$ cat src/rtl/dpram_fifo_ctrl.sv
// Streaming FIFO controller for a registered-read dual-port RAM: port A writes, port B reads,
// and a 2-entry output buffer gives full-rate pops. Define DPFIFO_ALMOST_FULL_EN to add almost_full.
module dpram_fifo_ctrl #(
  parameter int DATA_WIDTH = 8,
  parameter int ADDR_WIDTH = 4,
  parameter int AF_LEVEL   = 12
) (
  input  logic                  clk,
  input  logic                  rst_n,
  // Both sides transfer on a cycle where valid & ready are high at the rising edge; valid never
  // depends on ready, and the offered word (wr_data / rd_data) is held stable until it transfers.
  input  logic                  wr_valid,
  output logic                  wr_ready,
  input  logic [DATA_WIDTH-1:0] wr_data,
  output logic                  rd_valid,
  input  logic                  rd_ready,
  output logic [DATA_WIDTH-1:0] rd_data,
  output logic [ADDR_WIDTH:0]   count,
  output logic                  ram_we_a,
  output logic [ADDR_WIDTH-1:0] ram_addr_a,
  output logic [DATA_WIDTH-1:0] ram_din_a,
  output logic                  ram_we_b,
  output logic [ADDR_WIDTH-1:0] ram_addr_b,
  input  logic [DATA_WIDTH-1:0] ram_dout_b
`ifdef DPFIFO_ALMOST_FULL_EN
  ,
  output logic                  almost_full
`endif
);

  localparam logic [ADDR_WIDTH:0] DEPTH_L = {1'b1, {ADDR_WIDTH{1'b0}}};

  logic [ADDR_WIDTH-1:0] r_wr_ptr;
  logic [ADDR_WIDTH-1:0] r_rd_ptr;
  logic [ADDR_WIDTH:0]   r_ram_occ;
  logic [ADDR_WIDTH:0]   r_count;
  logic                  r_inflight;
  logic [1:0]            r_buf_cnt;
  logic                  r_rd_valid;
  logic [DATA_WIDTH-1:0] r_head;
  logic [DATA_WIDTH-1:0] r_tail;

  logic                  w_push;
  logic                  w_pop;
  logic                  w_fetch;
  logic [2:0]            w_pend;
  logic [1:0]            w_buf_cnt_next;
  logic [DATA_WIDTH-1:0] w_head_next;
  logic [DATA_WIDTH-1:0] w_tail_next;
  logic [ADDR_WIDTH:0]   w_ram_occ_next;
  logic [ADDR_WIDTH:0]   w_count_next;

  // Full is judged from registered occupancy only: a same-cycle fetch frees its slot next cycle.
  assign wr_ready   = (r_ram_occ != DEPTH_L);
  assign w_push     = wr_valid & wr_ready;
  assign w_pop      = r_rd_valid & rd_ready;

  assign ram_we_a   = w_push;
  assign ram_addr_a = r_wr_ptr;
  assign ram_din_a  = wr_data;
  assign ram_we_b   = 1'b0;
  assign ram_addr_b = r_rd_ptr;

  // Words already committed to the buffer (held + in flight) may never exceed its two slots.
  assign w_pend  = {1'b0, r_buf_cnt} + {2'b00, r_inflight};
  assign w_fetch = (r_ram_occ != '0) &&
                   ((w_pend < 3'd2) || ((w_pend == 3'd2) && w_pop));

  assign w_ram_occ_next = r_ram_occ + {{ADDR_WIDTH{1'b0}}, w_push}
                                    - {{ADDR_WIDTH{1'b0}}, w_fetch};
  assign w_count_next   = r_count + {{ADDR_WIDTH{1'b0}}, w_push}
                                  - {{ADDR_WIDTH{1'b0}}, w_pop};

  assign rd_valid = r_rd_valid;
  assign rd_data  = r_head;
  assign count    = r_count;

  always_ff @(posedge clk or negedge rst_n) begin
    if (!rst_n) begin
      r_wr_ptr   <= '0;
      r_rd_ptr   <= '0;
      r_ram_occ  <= '0;
      r_inflight <= 1'b0;
      r_count    <= '0;
    end else begin
      if (w_push) begin
        r_wr_ptr <= r_wr_ptr + ADDR_WIDTH'(1);
      end
      if (w_fetch) begin
        r_rd_ptr <= r_rd_ptr + ADDR_WIDTH'(1);
      end
      r_ram_occ  <= w_ram_occ_next;
      r_inflight <= w_fetch;
      r_count    <= w_count_next;
    end
  end

  // Head keeps its value when the last word pops, so rd_data holds while empty.
  always_comb begin
    w_buf_cnt_next = r_buf_cnt;
    w_head_next    = r_head;
    w_tail_next    = r_tail;
    if (w_pop && r_inflight) begin
      if (r_buf_cnt == 2'd2) begin
        w_head_next = r_tail;
        w_tail_next = ram_dout_b;
      end else begin
        w_head_next = ram_dout_b;
      end
    end else if (w_pop) begin
      w_buf_cnt_next = r_buf_cnt - 2'd1;
      if (r_buf_cnt == 2'd2) begin
        w_head_next = r_tail;
      end
    end else if (r_inflight) begin
      w_buf_cnt_next = r_buf_cnt + 2'd1;
      if (r_buf_cnt == 2'd0) begin
        w_head_next = ram_dout_b;
      end else begin
        w_tail_next = ram_dout_b;
      end
    end
  end

  always_ff @(posedge clk or negedge rst_n) begin
    if (!rst_n) begin
      r_buf_cnt  <= 2'd0;
      r_rd_valid <= 1'b0;
      r_head     <= '0;
      r_tail     <= '0;
    end else begin
      r_buf_cnt  <= w_buf_cnt_next;
      r_rd_valid <= (w_buf_cnt_next != 2'd0);
      r_head     <= w_head_next;
      r_tail     <= w_tail_next;
    end
  end

`ifdef DPFIFO_ALMOST_FULL_EN
  localparam logic [ADDR_WIDTH:0] AF_L = (ADDR_WIDTH+1)'(AF_LEVEL);

  logic r_almost_full;

  always_ff @(posedge clk or negedge rst_n) begin
    if (!rst_n) begin
      r_almost_full <= 1'b0;
    end else begin
      r_almost_full <= (w_count_next >= AF_L);
    end
  end

  assign almost_full = r_almost_full;
`endif

  a_params: assert property (@(posedge clk)
    (ADDR_WIDTH >= 2) && (AF_LEVEL >= 0) && (AF_LEVEL <= (2 ** ADDR_WIDTH) + 2));

  a_buf_bound: assert property (@(posedge clk) disable iff (!rst_n)
    w_pend <= 3'd2);

  a_count_sum: assert property (@(posedge clk) disable iff (!rst_n)
    r_count == r_ram_occ + {{ADDR_WIDTH{1'b0}}, r_inflight}
                         + {{(ADDR_WIDTH-1){1'b0}}, r_buf_cnt});

  // Reads target occupied slots and writes free ones, so the two ports never share an address.
  a_no_collision: assert property (@(posedge clk) disable iff (!rst_n)
    (w_push && w_fetch) |-> (ram_addr_a != ram_addr_b));

endmodule

$ cat config.mk
export PLATFORM = sky130hd
export DESIGN_NAME = dpram_fifo_ctrl
export DESIGN_NICKNAME = d
export VERILOG_FILES = /design/src/rtl/dpram_fifo_ctrl.sv
export SDC_FILE = /design/constraint.sdc
export NUM_CORES = 1
export LEC_CHECK = 0
export CAP_MARGIN = 20
export CORE_MARGIN = 1
export CORE_UTILIZATION = 44
export CTS_BUF_LIST = sky130_fd_sc_hd__clkbuf_16
export CTS_CLUSTER_DIAMETER = 120
export DETAILED_ROUTE_END_ITERATION = 7
export MAX_ROUTING_LAYER = met4
export PLACE_DENSITY = 0.86
export SYNTH_ARGS = -nofsm -noshare
export SYNTH_HDL_FRONTEND = slang
export SYNTH_SLANG_ARGS = --single-unit
$ cat constraint.sdc
create_clock -name clk -period 2.6 [get_ports clk]
set_input_delay 0.26 -clock clk [delete_from_list [all_inputs] [get_ports clk]]
set_output_delay 0.26 -clock clk [all_outputs]
set_load 0.03 [all_outputs]
==> metrics.yaml <==
die:
  fp-row-count: 24
  chipWidth_um: 70.5
  die_area_um2: 4970
  fp.dieH_um: 70.5
  core-area_um2: 4440
  start_util_pct: 46.5
  io_pins: 53
drt:
  dr_total_vias: 1334
  viasPerCell: 4.94
  routed_wl_mm: 3.44
  wire_per_inst_um: 12.7
  drt_iter0_markers: 75
  dr.pass1.iters: 6
  drc: 10
  ant_nets: 0
placed_design:
  place_hpwl_mm: 2.42
  post-place-cells: 262
  routabilityCongestion: 0.885
  port_buffers: 35
clocking:
  cts_sinks: 38
  clk_pin_slew_ns: 0.05
  clock_path_buffers: 2
  cts_made_buffers: 5
  clock_latency_ns: 0.27
  root_buffer: "clkbuf_16"
  postCtsHoldBufs: 0
  cts_tree: "yes"
  cts_setup_buffers: 0
  cts_resized: 0
  h-tree-depth: 2
run:
  max_cap_viol_count: 0
timing:
  drv_slew: 0
  hold_ws_ns: 0.0977
  max_slew_margin_pct: 43.2
  clock_skew_ns: 0.00322
  setup_viol: 0
  worstMarginPinSlew_ns: 0.853
  fin_crit_ns: 2.53
  clock.fmax_mhz: 395
  final_hold_viol_count: 0
  rsz0062_at_grt: "yes"
  fin_crit_sh_pct: 97.5
cells_and_area:
  instances_no_fill: 270
  layout-drive-gt1-share_pct: 14.7
  antenna_cells: 0
  synthToLayoutAreaGrowth_pct: 24.6
  regArea_um2: 951
  multiInputGateArea_um2: 957
  nets: 257
  fin_util_pct: 57.9
  num-fill-cells: 378
synthesis:
  synthesis.nets: 221
  yosysWarnings: 0
  ys_ff_latch: 38
  ys_types: 31
  seq_area_frac_synth_pct: 46.1
  synthCells: 181
  syn_area_um2: 2060
  avgSynthCellArea_um2: 11.4
outcome:
  violations: "DRC"
  status: "finished, violations left"
global_routing:
  grt_pass1_vias: 1411
  grt_overflow_total: 0
  antenna_found_initial: 0
  grt_max_degree: 39
  grt_usage_pct: 16.3
  grt_pass1_wl_mm: 6.15
pwr:
  power_frac_comb_pct: 57.4
  switching_share_pct: 41.7
  seq_power_share_pct: 28.7
  vdd_drop_max_mv: 0.726
  power.share.clock_pct: 13.8
  p_int_uw: 2350
  p_leak_uw: 0.00118
  switchingPower_uw: 1680
  powerDensity_nw_per_um2: 1570
setup_path:
  path_max_fanout: 3
  critical-path-slowest-cell: "dfrtp_1"
  cp_common_cell: "ha_1"
  critical_path_class: "reg2reg"
  cp.required_ns: 2.80
  start_kind: "register"
  critical-path-max-stage-delay_ns: 0.38
  cp-end-kind: "register"
  worstPathCellList: "ha_1 > inv_1 > ha_1 > a31oi_4 > nor2_2 > ha_1 > inv_1 > ha_1 > fa_2 > a21oi_1 > nor2_1 > nor2_1 > xnor2_1"
  cp.arrival_ns: 2.73
min_path:
  hold_class: "in2async"
## cells in the mapped netlist
master / count / area [um2]
buf_4: 11 / 82.6
a31oi_4: 1 / 21.3
nand3_1: 2 / 10.0
o21ai_0: 3 / 15.0
a211o_1: 1 / 8.76
xor2_1: 6 / 52.6
nand2_1: 9 / 33.8
a21oi_4: 1 / 16.3
mux2_2: 9 / 101
nand4bb_4: 1 / 27.5
nor2_2: 1 / 6.26
a21o_1: 3 / 22.5
conb_1: 1 / 3.75
o211ai_2: 1 / 12.5
fa_1: 2 / 40.0
ha_1: 18 / 225
or3_1: 1 / 6.26
inv_1: 20 / 75.1
nor3_1: 2 / 10.0
xnor2_1: 9 / 78.8
inv_2: 1 / 3.75
o21ai_2: 1 / 8.76
nor4b_4: 1 / 23.8
mux2i_1: 8 / 80.1
a21oi_1: 13 / 65.1
nand2_4: 1 / 11.3
nor3b_1: 1 / 7.51
nor2_1: 13 / 48.8
nand4_1: 1 / 6.26
a311oi_1: 1 / 8.76
dfrtp_1: 38 / 951
## cell type report
type | count | share of cell area [%]
multi-input cells | 111 | 37.2
well taps | 52 | 2.53
flip-flops and latches | 38 | 37.0
inverters | 21 | 3.06
clock buffers | 5 | 4.86
repair buffers | 40 | 14.9
clock inverters | 3 | 0.486
## flip-flops by register name (all words and copies together), names as in the netlist
signal	cells
r_tail	8
r_buf_cnt	2
r_inflight	1
rd_data	8
rd_valid	1
ram_addr_b	4
ram_addr_a	4
count	5
r_ram_occ	5
## stage by stage
| step | power (uW) | cell area [um2] | setup slack, ns | TNS [ns] |
|---|---|---|---|---|
| floorplan | 2820 | 2060 | 0.134 | 0 |
| global placement | 3390 | 2430 | 0.125 | 0 |
| detailed placement | 3480 | 2430 | 0.0579 | 0 |
| CTS | 4080 | 2570 | 0.0243 | 0 |
| global route | 4360 | 2570 | -0.0474 | -0.0474 |
| finish | 4040 | 2570 | 0.0657 | 0 |
## worst max-delay path: cells and delay by family, from the launching register on
| family | cells | cell delay, ns |
|---|---|---|
| xor+xnor | 1 | 0.12 |
| simple gates | 3 | 0.23 |
| compound gates | 2 | 0.34 |
| fa+ha+maj | 5 | 1.28 |
| buf+inv | 2 | 0.10 |
| flops | 1 | 0.38 |
## per-layer routing
metal  share of wire (%)  vias to the layer above  GRT usage, %
met5                   0                        -             -
met2                  51                       19          27.3
met1                  45                      654          19.0
met4                0.61                        0          5.67
met3                 3.5                        2          4.04
li1                    -                      659             -
## cell families after synthesis
logic type / synth area share (%)
AOI/OAI and AO/OA: 8.67
DFF: 46.1
and+or+nand+nor: 9.27
muxes: 8.79
xor gates and xnor gates: 6.36
other: 0.182
adders and majority gates: 12.8
buffers and inverters: 7.82
## layout by cell type, fill, tap and decap left out, types with 2 or more instances in the layout
cell type and count:
nor3_1 2, xor2_1 6, buf_4 5, o21ai_0 3, nand2_1 8, nand3_1 2, inv_1 21, mux2_2 9
xnor2_1 9, nor2_1 13, mux2i_1 8, a21oi_1 13, dfrtp_1 38, clkbuf_16 5, a21o_1 3, ha_1 18
clkdlybuf4s50_1 34
## power by group through the flow
| stage | sequential [uW] | clock (uW) | combinational, uW |
|---|---|---|---|
| after floorplan | 1490 | 0 | 1330 |
| after global placement | 1150 | 0 | 2240 |
| after detailed placement | 1170 | 0 | 2310 |
| after CTS | 1170 | 577 | 2330 |
| after global routing | 1210 | 601 | 2550 |
| final | 1160 | 559 | 2320 |
## final timing paths
check / from / end / slack, ns / cells past startpoint
setup / recovery: r_inflight / r_ram_occ[4] / 0.07 / 13
setup reg to reg: r_inflight / r_ram_occ[4] / 0.07 / 13
hold reg to reg: ram_addr_b[3] / ram_addr_b[3] / 0.47 / 1
hold / removal: rst_n / count[3] / 0.1 / 1
max in group asynchronous: rst_n / rd_data[3] / 1.97 / 1
min in group clk: ram_addr_b[3] / ram_addr_b[3] / 0.47 / 1
No activity file was read; power rests on OpenSTA's default activity.
